## config.mk

```make
export PLATFORM = sky130hd
export DESIGN_NAME = operand_fetch_unit
export DESIGN_NICKNAME = d
export VERILOG_FILES = /design/src/rtl/ofu_pkg.sv /design/src/rtl/ofu_regfile_2r1w.sv /design/src/rtl/operand_fetch_unit.sv
export SDC_FILE = /design/constraint.sdc
export NUM_CORES = 2
export LEC_CHECK = 0
export CAP_MARGIN = 0
export CORE_UTILIZATION = 50
export DETAILED_ROUTE_END_ITERATION = 10
export PLACE_DENSITY = 0.67
export SYNTH_ARGS = -nofsm -noshare
export SYNTH_HDL_FRONTEND = slang
export SYNTH_SLANG_ARGS = --single-unit
```

## constraint.sdc

```tcl
create_clock -name clk -period 4.04 [get_ports clk]
set_input_delay 0.404 -clock clk [delete_from_list [all_inputs] [get_ports clk]]
set_output_delay 0.404 -clock clk [all_outputs]
set_load 0.02 [all_outputs]
```

## src/rtl/ofu_pkg.sv

```systemverilog
// rtl/ofu_pkg.sv - shared defaults, zero-register index and sign-extend helper for the operand fetch unit
package ofu_pkg;

    localparam int DEFAULT_DATA_W   = 32;
    localparam int DEFAULT_NUM_REGS = 32;
    localparam int DEFAULT_IMM_W    = 16;
    localparam int ZERO_REG         = 0;

    // Width-generic sign extension: the low `width` bits of raw are extended to 64 bits
    function automatic logic [63:0] sext(input logic [63:0] raw, input int unsigned width);
        logic [63:0] shifted;
        shifted = raw << (64 - width);
        return $signed(shifted) >>> (64 - width);
    endfunction

endpackage

```

## src/rtl/ofu_regfile_2r1w.sv

```systemverilog
// rtl/ofu_regfile_2r1w.sv - NUM_REGS x DATA_W register file, two async read ports, one write port, r0 hardwired zero
module ofu_regfile_2r1w
    import ofu_pkg::*;
#(
    parameter int DATA_W   = DEFAULT_DATA_W,
    parameter int NUM_REGS = DEFAULT_NUM_REGS,
    parameter int ADDR_W   = $clog2(NUM_REGS)
) (
    input  logic              clk,
    input  logic              reset,
    input  logic [ADDR_W-1:0] rd_addr1,
    output logic [DATA_W-1:0] rd_data1,
    input  logic [ADDR_W-1:0] rd_addr2,
    output logic [DATA_W-1:0] rd_data2,
    input  logic              wr_en,
    input  logic [ADDR_W-1:0] wr_addr,
    input  logic [DATA_W-1:0] wr_data
);

    logic [DATA_W-1:0] mem [NUM_REGS];

    // Index 0 and indices past NUM_REGS behave as a constant-zero sink
    function automatic logic addr_live(input logic [ADDR_W-1:0] a);
        return (a != ADDR_W'(ZERO_REG)) && (32'(a) < NUM_REGS);
    endfunction

    always_ff @(posedge clk or negedge reset) begin
        if (!reset) begin
            for (int i = 0; i < NUM_REGS; i++) begin
                mem[i] <= '0;
            end
        end else if (wr_en && addr_live(wr_addr)) begin
            mem[wr_addr] <= wr_data;
        end
    end

    assign rd_data1 = addr_live(rd_addr1) ? mem[rd_addr1] : '0;
    assign rd_data2 = addr_live(rd_addr2) ? mem[rd_addr2] : '0;

endmodule

```

## src/rtl/operand_fetch_unit.sv

```systemverilog
// rtl/operand_fetch_unit.sv - decode-to-execute operand stage with valid/ready output register; OFU_BYPASS_EN enables write-back forwarding
module operand_fetch_unit
    import ofu_pkg::*;
#(
    parameter int DATA_W   = DEFAULT_DATA_W,
    parameter int NUM_REGS = DEFAULT_NUM_REGS,
    parameter int ADDR_W   = $clog2(NUM_REGS),
    parameter int IMM_W    = DEFAULT_IMM_W
) (
    input  logic              clk,
    input  logic              reset,
    input  logic              in_valid,
    output logic              in_ready,
    input  logic [ADDR_W-1:0] rs,
    input  logic [ADDR_W-1:0] rt,
    input  logic [ADDR_W-1:0] rd,
    input  logic [IMM_W-1:0]  imm,
    input  logic              reg_dst,
    input  logic              alu_src,
    input  logic              reg_write,
    input  logic              wb_en,
    input  logic [ADDR_W-1:0] wb_addr,
    input  logic [DATA_W-1:0] wb_data,
    output logic              out_valid,
    input  logic              out_ready,
    output logic [DATA_W-1:0] op1,
    output logic [DATA_W-1:0] op2,
    output logic [ADDR_W-1:0] dest,
    output logic              out_reg_write
);

    logic [DATA_W-1:0] rf_rs_data;
    logic [DATA_W-1:0] rf_rt_data;
    logic [DATA_W-1:0] rs_data;
    logic [DATA_W-1:0] rt_data;
    logic [DATA_W-1:0] imm_ext;
    logic              load;

    ofu_regfile_2r1w #(
        .DATA_W   (DATA_W),
        .NUM_REGS (NUM_REGS),
        .ADDR_W   (ADDR_W)
    ) u_regfile (
        .clk      (clk),
        .reset    (reset),
        .rd_addr1 (rs),
        .rd_data1 (rf_rs_data),
        .rd_addr2 (rt),
        .rd_data2 (rf_rt_data),
        .wr_en    (wb_en),
        .wr_addr  (wb_addr),
        .wr_data  (wb_data)
    );

`ifdef OFU_BYPASS_EN
    logic wb_live;

    // Only forward writes the register file would actually commit
    assign wb_live = wb_en && (wb_addr != ADDR_W'(ZERO_REG)) && (32'(wb_addr) < NUM_REGS);
    assign rs_data = (wb_live && (wb_addr == rs)) ? wb_data : rf_rs_data;
    assign rt_data = (wb_live && (wb_addr == rt)) ? wb_data : rf_rt_data;
`else
    assign rs_data = rf_rs_data;
    assign rt_data = rf_rt_data;
`endif

    assign imm_ext  = DATA_W'(sext(64'(imm), IMM_W));
    assign in_ready = !out_valid || out_ready;
    assign load     = in_valid && in_ready;

    // Payload only moves on load, so it stays frozen through a stall
    always_ff @(posedge clk or negedge reset) begin
        if (!reset) begin
            out_valid     <= 1'b0;
            op1           <= '0;
            op2           <= '0;
            dest          <= '0;
            out_reg_write <= 1'b0;
        end else if (load) begin
            out_valid     <= 1'b1;
            op1           <= rs_data;
            op2           <= alu_src ? imm_ext : rt_data;
            dest          <= reg_dst ? rd : rt;
            out_reg_write <= reg_write;
        end else if (out_ready) begin
            out_valid     <= 1'b0;
        end
    end

endmodule

```

==> summary.md <==
| Metric | Value |
|---|---|
| Htree depth | `3` |
| Core Util, Final | `57.2%` |
| Die area | `roughly 0.11 mm2` |
| Initial DRC count | `roughly 4000` |
| Gp weighted congestion | `0.838` |
| Period utilization | `69.1%` |
| Starting Density | `50.7%` |
| Tightest Pin Transition | `1350 ps` |
| Crit. End Element | `primary output` |
| Hold Vio Cnt, Final | `0` |
| CTS tree | `yes` |
| Vias per cell | `6.86` |
| Root buffer cell | `clkbuf_16` |
| Net Switching | `between 8 and 9 mW` |
| Max VDD drop | `roughly 400 uV` |
| Post-Place Cells | `5195` |
| Cell area after synthesis | `0.0563 mm2` |
| Adder-Cell Fraction of Synth Area | `0%` |
| Synth area leader | `dfrtp_1` |
| I/O Buffers | `147` |
| # IOs | `148` |
| Max FO, Critical Path | `2` |
| Setup crit start kind | `flop` |
| Clock sink total | `1095` |
| Clock power frac | `35.6%` |
| Pwr Total | `32.4 mW` |
| Initial antenna violation count | `5` |
| Lkg Pwr | `27.6 nW` |
| Drt wl/cell | `roughly 34 um` |
| Setup tns final | `0 ps` |
| R2R cell count | `6` |
| DIE WIDTH | `338 um` |
| Total gr overflow | `0` |
| Power per Cell Area | `about 510 mW/mm2` |
| Synth Area in Simple Gates | `between 2 and 2.5%` |
| Slew HR | `9.68%` |
| Synth Flop Type | `dfrtp_1` |
| Mux cell area share after synthesis | `40.5%` |
| Detail Placement HPWL | `about 110000 um` |
| Seq/Total Area, Yosys | `48.7%` |
| Detail Route Antenna Nets | `0` |
| Num CTS Buffers | `~120` |
| Power Internal | `23.6 mW` |
| Share of cells above drive strength 1 | `46.1%` |
| Non-filler instance count after layout | `5408` |
| Hold Path Stages | `3` |
| Global-route wire length before repair | `269000 um` |
| Status | `completed` |
| Number of global-route vias before repair | `37537` |
| Max Clk Rate | `0.358 GHz` |
| Worst Path Arrival | `2390 ps` |
| Max cap viols | `0` |
| Dpl ws | `854 ps` |
| XOR/XNOR Fraction of Synth Area | `0%` |
| Rows | `between 100 and 150` |
| Post-synth EDFFs | `0` |
| Ys async rst share | `100%` |
| Main combinational cell family by area after synthesis | `multiplexers` |
| #FFs+latches synth | `1095` |
| Crit Path Category | `flop to primary output` |
| Synth top area share | `48.7%` |
| Post-CTS Resized | `0` |
| Synth warnings | `0` |
| Drt first pass iters | `5` |
| Synth Area in Compound Gates | `about 5.2%` |
| Final Max Slew Viols | `0` |
| Clock Latency Late Sink | `710 ps` |
| Synthesized area per cell | `14.7 um2` |
| DRC errors left | `0` |
| Cells after synthesis | `3839` |
| Total routed wirelength | `roughly 180000 um` |
| Largest net degree at the start of global routing | `137` |
| Setup Viol. Count Final | `0` |
| Max Buffers Root-to-Sink | `3` |
| Core area | `0.111 mm2` |
| Area grow syn2layout | `12.9%` |
| CTS clk-pin slew, worst paths | `approximately 60 ps` |
| Skew final | `20.8 ps` |
| Sw Share | `27.0%` |
| CP required | `3640 ps` |
| Gr usage total | `around 33%` |
| Die height | `338 um` |
| Flop2flop setup slack | `1590 ps` |
| Syn nets | `3915` |
| Hold crit path type | `input pin to flop` |
| Final worst setup slack | `about 1200 ps` |
| Reg power frac | `between 40% and 50%` |
| RSZ-0062 raised after global routing | `false` |
| Unique cell type count in the Yosys netlist | `51` |
| Vias | `37074` |
| Logic pwr share | `a little under a fifth` |
| Min Tclk post-route | `~2800 ps` |
| Fin nets | `about 3900` |
| Ranking of synthesized cells by area | `dfrtp_1, mux2_2, mux4_2` |
==> layout make-up <==
| cell class | instances | area (um2) |
|---|---|---|
| fillers | 8909 | 47500 |
| flip-flops and latches | 1095 | 27400 |
| multi-input cells | 2309 | 27200 |
| clock buffers | 170 | 3530 |
| repair buffers | 302 | 3020 |
| well taps | 1488 | 1860 |
| clock inverters | 40 | 588 |
| inverters | 2 | 7.51 |
| diodes | 2 | 5.00 |
==> logic make-up (layout without fill, tap and decap cells) <==
group	after synthesis	after routing
AOI/OAI and AO/OA	420	420
buffers and inverters	435	514
DFF	1095	1095
muxes	1655	1655
other	0	2
and+or+nand+nor	234	234
==> repair_timing <==
item	in CTS	in global routing
hold buffers	1	0
buffers inserted	0	0
endpoints found under the hold margin	54	0
==> cell usage in the layout, fill, tap and decap left out, drive strengths merged, types with 7 or more instances in the layout <==
cell type / netlist / layout
a22o: 12 / 12
nor3: 28 / 28
dfrtp: 1095 / 1095
a2111oi: 14 / 14
clkinv: 1 / 23
nor2b: 18 / 18
bufinv: 0 / 15
mux2: 995 / 995
nor2: 49 / 49
mux4: 401 / 401
o21ai: 41 / 41
a21o: 30 / 30
mux2i: 259 / 259
buf: 180 / 163
clkbuf: 253 / 170
o221ai: 34 / 34
nor4: 41 / 41
a22oi: 52 / 52
clkdlybuf4s50: 0 / 138
nand3b: 7 / 7
a211o: 10 / 10
a211oi: 19 / 19
o211ai: 35 / 35
nand2: 54 / 54
o22ai: 134 / 134
a21oi: 28 / 28
==> power by group through the flow <==
stage                     sequential (mW)  clock, mW  combinational, mW
after global routing                 14.9       12.1               6.60
after detailed placement             14.7          0               6.16
after floorplan                      14.3          0               4.44
final                                14.6       11.5               6.20
after global placement               14.6          0               6.06
after CTS                            14.6       11.7               6.19
==> registers in the layout (all words and copies together) (netlist names) <==
register	flops
op2	32
op1	32
out_reg_write	1
out_valid	1
dest	5
u_regfile.mem	1024
==> per-stage QoR <==
stage	hold slack (ps)	area [um2]
6_report	231	63600
5_1_grt	255	63600
4_1_cts	210	63600
3_5_place_dp	383	59500
3_3_place_gp	377	59500
2_1_floorplan	108	56300
==> cells in the mapped netlist, types with 2 or more instances <==
master and n:
dfrtp_1 1095, mux2_2 995, mux4_2 401, mux2i_1 259
clkbuf_1 253, o22ai_1 134, buf_2 86, buf_1 56
nand2_1 54, a22oi_1 52, nor2_1 49, o21ai_0 41
nor4_1 40, o211ai_1 35, o221ai_1 34, a21o_1 30
a21oi_1 28, buf_4 28, nor3_1 28, a211oi_1 18
nor2b_1 18, a22o_1 12, a211o_1 10, a2111oi_0 9
buf_6 7, nand3b_1 7, and3_1 6, nand4_1 6
o22a_1 6, nand3_1 4, nor3b_1 4, a2111oi_2 3
and2_1 3, buf_12 3, or3b_2 3, a2111oi_1 2
a221oi_1 2, and3b_1 2, nand2b_1 2, or2_2 2
or3_1 2
==> worst paths after layout <==
check | startpoint | to
setup / recovery | out_valid | in_ready
min in group asynchronous | reset | u_regfile.mem[1011]
setup reg to reg | out_valid | op2[5]
max in group asynchronous | reset | u_regfile.mem[131]
hold / removal | reg_write | out_reg_write
hold reg to reg | u_regfile.mem[1003] | u_regfile.mem[1003]
==> worst max-delay path, cell delays in order (launching register included) <==
cell             delay [ps]
dfrtp_1                 380
nor2b_2                 170
inv_1                   260
buf_4                   250
clkdlybuf4s50_1         620
==> routing by layer <==
metal,GRT usage (%),vias up,share of wire (%)
met5,0,-,0.023
met4,11.8,6,3.7
met3,8.31,380,9.4
met2,48.7,1811,45
met1,45.9,20069,42
li1,-,14808,-
No activity file was read; power rests on OpenSTA's default activity.
